## src/rtl/hex_scan_ctrl.sv

```systemverilog
// Four-digit multiplexed hex display scanner with frame-synchronous value updates.
// Optional leading-zero blanking is enabled by defining LEADING_ZERO_BLANK_EN.
module hex_scan_ctrl #(
  parameter int DIV = 100000,
  parameter int GAP = 1000
) (
  input  logic        clk,
  input  logic        rst_n,
  input  logic [15:0] val,
  input  logic        val_load,
  output logic        val_ack,
  input  logic [3:0]  dp_in,
  input  logic [3:0]  digit_en,
  output logic [3:0]  an,
  output logic [4:0]  n,
  output logic        dp_n,
  output logic        frame_done
);

  typedef enum logic {DRIVE, BLANK} st_t;

  localparam int MX = (DIV > GAP) ? DIV : GAP;
  localparam int CW = (MX > 1) ? $clog2(MX) : 1;
  localparam logic [CW-1:0] DLAST = CW'(DIV - 1);
  localparam logic [CW-1:0] GLAST = (GAP > 0) ? CW'(GAP - 1) : '0;
  localparam bit NOGAP = (GAP == 0);

  st_t            st;
  logic [1:0]     idx;
  logic [CW-1:0]  cnt;
  logic [15:0]    shadow;
  logic [15:0]    staging;
  logic           pending;

  logic           dlast;
  logic           blast;
  logic           bnd;
  logic [3:0]     vis;
  logic [3:0]     oh;
  logic [3:0]     nib;

  // Terminal-count decode and frame boundary (idx wrapping 3 -> 0)
  always_comb begin
    dlast = (st == DRIVE) && (cnt == DLAST);
    blast = (st == BLANK) && (cnt == GLAST);
    bnd   = (idx == 2'd3) && ((dlast && NOGAP) || blast);
    oh    = 4'b0001 << idx;
    nib   = shadow[{idx, 2'b00} +: 4];
  end

`ifdef LEADING_ZERO_BLANK_EN
  // Hide digits above the most significant nonzero nibble; digit 0 always shows
  always_comb begin
    vis[0] = 1'b1;
    vis[1] = |shadow[15:4];
    vis[2] = |shadow[15:8];
    vis[3] = |shadow[15:12];
  end
`else
  assign vis = 4'b1111;
`endif

  // Scan sequencer plus staging/shadow value pipeline
  always_ff @(posedge clk or negedge rst_n) begin
    if (!rst_n) begin
      st      <= DRIVE;
      idx     <= 2'd0;
      cnt     <= '0;
      shadow  <= '0;
      staging <= '0;
      pending <= 1'b0;
    end else begin
      if (st == DRIVE) begin
        if (dlast) begin
          cnt <= '0;
          if (NOGAP) idx <= idx + 2'd1;
          else       st  <= BLANK;
        end else begin
          cnt <= cnt + CW'(1);
        end
      end else begin
        if (blast) begin
          st  <= DRIVE;
          idx <= idx + 2'd1;
          cnt <= '0;
        end else begin
          cnt <= cnt + CW'(1);
        end
      end
      if (bnd && pending) shadow <= staging;
      if (val_load) begin
        staging <= val;
        pending <= 1'b1;
      end else if (bnd) begin
        pending <= 1'b0;
      end
    end
  end

  // Registered display outputs, one cycle behind the scan state
  always_ff @(posedge clk or negedge rst_n) begin
    if (!rst_n) begin
      an         <= 4'b1111;
      n          <= 5'd0;
      dp_n       <= 1'b1;
      val_ack    <= 1'b0;
      frame_done <= 1'b0;
    end else begin
      val_ack    <= bnd && pending;
      frame_done <= bnd;
      n          <= {1'b0, nib};
      if (st == DRIVE) begin
        an   <= ~(oh & digit_en & vis);
        dp_n <= ~dp_in[idx];
      end else begin
        an   <= 4'b1111;
        dp_n <= 1'b1;
      end
    end
  end

endmodule

```

## config.mk

```make
export PLATFORM = sky130hd
export DESIGN_NAME = hex_scan_ctrl
export DESIGN_NICKNAME = d
export VERILOG_FILES = /design/src/rtl/hex_scan_ctrl.sv
export SDC_FILE = /design/constraint.sdc
export NUM_CORES = 1
export LEC_CHECK = 0
export CAP_MARGIN = 20
export CORE_MARGIN = 3
export CORE_UTILIZATION = 25
export DETAILED_ROUTE_END_ITERATION = 6
export HOLD_SLACK_MARGIN = 0.05
export PLACE_DENSITY = 0.41
export SYNTH_ARGS = -nofsm -noshare
export SYNTH_HDL_FRONTEND = slang
export SYNTH_SLANG_ARGS = --single-unit
```

## constraint.sdc

```tcl
create_clock -name clk -period 7.5 [get_ports clk]
set_input_delay 1.5 -clock clk [delete_from_list [all_inputs] [get_ports clk]]
set_output_delay 1.5 -clock clk [all_outputs]
set_load 0.1 [all_outputs]
```

==> flow_summary.toml <==
[run_status]
status = "complete, no violations"

[finish]
num_antenna_cells = 0
drive_above_1_share = 0.261
nets = 272
finalInstanceArea_um2 = 3460
stdcell_count = 381
area_delta_synth_final_pct = 25.8

[cts]
clkTransAtPathRegs_ns = 0.07
h-tree-depth = 3
cts_hold_buf = 0
cts-resized-gates = 0
clkLatencyLatePin_ns = 0.34
cts_root_buf = "clkbuf_8"
post-cts-setup-buffers = 0
clockBufferDepth = 2
cts_tree = "built"
clkSinkCount = 64
cts_buffers = 9

[worst_setup_path]
critical_path.top_delay_family = "buffers and inverters"
critPathMaxFanout = 1
crit_arrival_ns = 1.97
start_kind = "flop"
crit_type = "reg -> out"
critPathBufInv = 1
r2r-end = "shadow[2]"
cp-end-kind = "output port"
r2r_cells = 4
cp_slowest_stage_delay_ns = 1.12
crit_slowest_cell = "clkdlybuf4s50_1"
reg2reg_from = "cnt[13]"
path_cells = "clkdlybuf4s50_1"
worst_ep_required_time_ns = 6.00
rrSetupSlack_ns = 4.49

[pwr]
switching_power_mw = 0.162
pwr-share-clk = 0.451
vdd_drop_max_mv = 0.0787
p_per_area_nw_per_um2 = 210
pwr-share-seq = 0.495
comb_power_share = 0.055
p_leak_nw = 1.47
power.internal_mw = 0.563
switching_share = 0.224

[floorplan]
start_util = 0.262
core_area_um2 = 10500
die_w_um = 111
num_rows = 37
dieArea_um2 = 12300
fp.dieH_um = 111
ios = 39

[job]
cap_violations = 0

[global_routing]
grt_usage = 0.0917
grt_pass1_wl_um = 8890
grt_pass1_vias = 1755
use_met3 = 0.0246
grt_max_degree = 65
grt_use_met2 = 0.134
use_met1 = 0.120
antenna_found_initial = 0
busiest_layer = "met2"
gr-total-overflow = 0

[timing]
tightest_slew_ns = 1.01
clock.fmax_mhz = 288
hold_viol_final = 0
period_minus_slack_ns = 3.47
setup_viol = 0
skew_ns = 0.0125
finalMaxSlewViolations = 0
rsz0062_at_grt = "false"
relSlewSlack = 0.327
fin_setup_tns_ns = 0
fin_crit_sh = 0.462

[placed_design]
placed_cells = 365
dp_hpwl_um = 3400
portBuffers = 37
gp_congestion = 0.765
place_area_um2 = 3240

[logic_synthesis]
async_flop_share = 1.00
synth_adder_area_share = 0.0227
synth.most_common_cell = "dfrtp_1"
synth-compound-area-share = 0.00955
synth_commonest_cells = "59 x dfrtp_1, 23 x mux2_2, 13 x nand3_1, 13 x nor2_1"
synth_top_family_by_area = "multiplexers"
ys_seq_elements = 64
synthesis.area_um2 = 2750
synth_nets = 233
yosysWarnings = 0
ys_types = 30
synth_edf_count = 0
syn-instance-count = 201
synth-simple-area-share = 0.112
syn_avg_cell_area_um2 = 13.7
synth_top_area_frac = 0.537
synthMuxAreaShare = 0.190
yosysTopAreaCell = "dfrtp_1"
synthTopCellsByArea = "dfrtp_1 54%, mux2_2 9.4%, mux2_4 5.5%"
synthXorXnorAreaFrac = 0.0510
synth_flop_cell = "dfrtp_1"
ys_seq_area_frac = 0.585

[routing]
vias_per_cell = 4.25
vias = 1618
totalWireLength_um = 5040
drtIter0Drc = 38
ant_nets = 0
drc = 0
first_pass_iters = 3
wl_per_cell_um = 13.2

[min_path]
holdCritStartpoint = "staging[11]"
holdPathEnd = "shadow[11]"
min_path_cells = 1
min_path_type = "reg -> reg"
## metrics by stage
stage               utilization  total power [mW]  hold WS (ns)  setup WS, ns
floorplan                     -             0.383         0.459          4.90
global placement          0.308             0.406         0.489          4.39
detailed placement        0.308             0.407         0.489          4.38
CTS                       0.329             0.741         0.506          4.00
global route              0.329             0.761         0.520          3.99
finish                    0.329             0.725         0.505          4.03
## placed cells by master, fill, tap and decap left out, types with 5 or more instances in the layout
master and instances:
dfstp_2 5, dfrtp_1 59, mux2_4 10, ha_1 5, nand2_1 9, nor2_1 13
mux2_2 23, mux4_2 5, nand3_1 13, xor2_1 6, nand4_1 5, clkbuf_8 9
clkdlybuf4s50_1 36, xnor2_1 10, inv_1 5, nor3_1 7
## kinds of logic (layout without fill, tap and decap cells)
group | count (synthesis) | after routing
flops | 64 | 64
simple gates | 58 | 58
mux | 38 | 38
xor+xnor | 16 | 16
buf+inv | 15 | 59
fa+ha+maj | 5 | 5
compound gates | 4 | 4
other cells | 1 | 1
## power by group through the flow
stage	Combinational, mW	Clock, mW	Sequential [mW]
after floorplan	0.0140	0	0.369
after global routing	0.0439	0.356	0.360
after detailed placement	0.0408	0	0.366
after global placement	0.0408	0	0.366
final	0.0395	0.327	0.359
after CTS	0.0409	0.341	0.359
## cell type report
| class | instances | area [µm²] |
|---|---|---|
| flip-flops and latches | 64 | 1610 |
| clock inverters | 7 | 95.1 |
| fillers | 1065 | 7050 |
| multi-input cells | 122 | 1070 |
| inverters | 5 | 18.8 |
| clock buffers | 9 | 124 |
| repair buffers | 38 | 373 |
| well taps | 136 | 170 |
## routing by layer
metal,part of all wire,wire length [µm]
met4,0.021,106
met1,0.48,2440
met2,0.45,2280
met5,0,0
met3,0.043,218
## registers in the layout, indices dropped and copies added (netlist names)
register	count
idx	2
staging	16
cnt	17
shadow	16
pending	1
n	4
dp_n	1
an	4
frame_done	1
val_ack	1
st	1
## worst max path at each step
stage             start           to  slack [ns]  cells past startpoint
2_1_floorplan  val_load  staging[10]        4.90                      3
3_3_place_gp      an[3]        an[3]        4.39                      1
3_5_place_dp      an[3]        an[3]        4.38                      1
4_1_cts            dp_n         dp_n        4.00                      1
5_1_grt           an[2]        an[2]        3.99                      1
6_report          an[2]        an[2]        4.03                      1
Note: power is estimated with default switching activity, not from simulation.
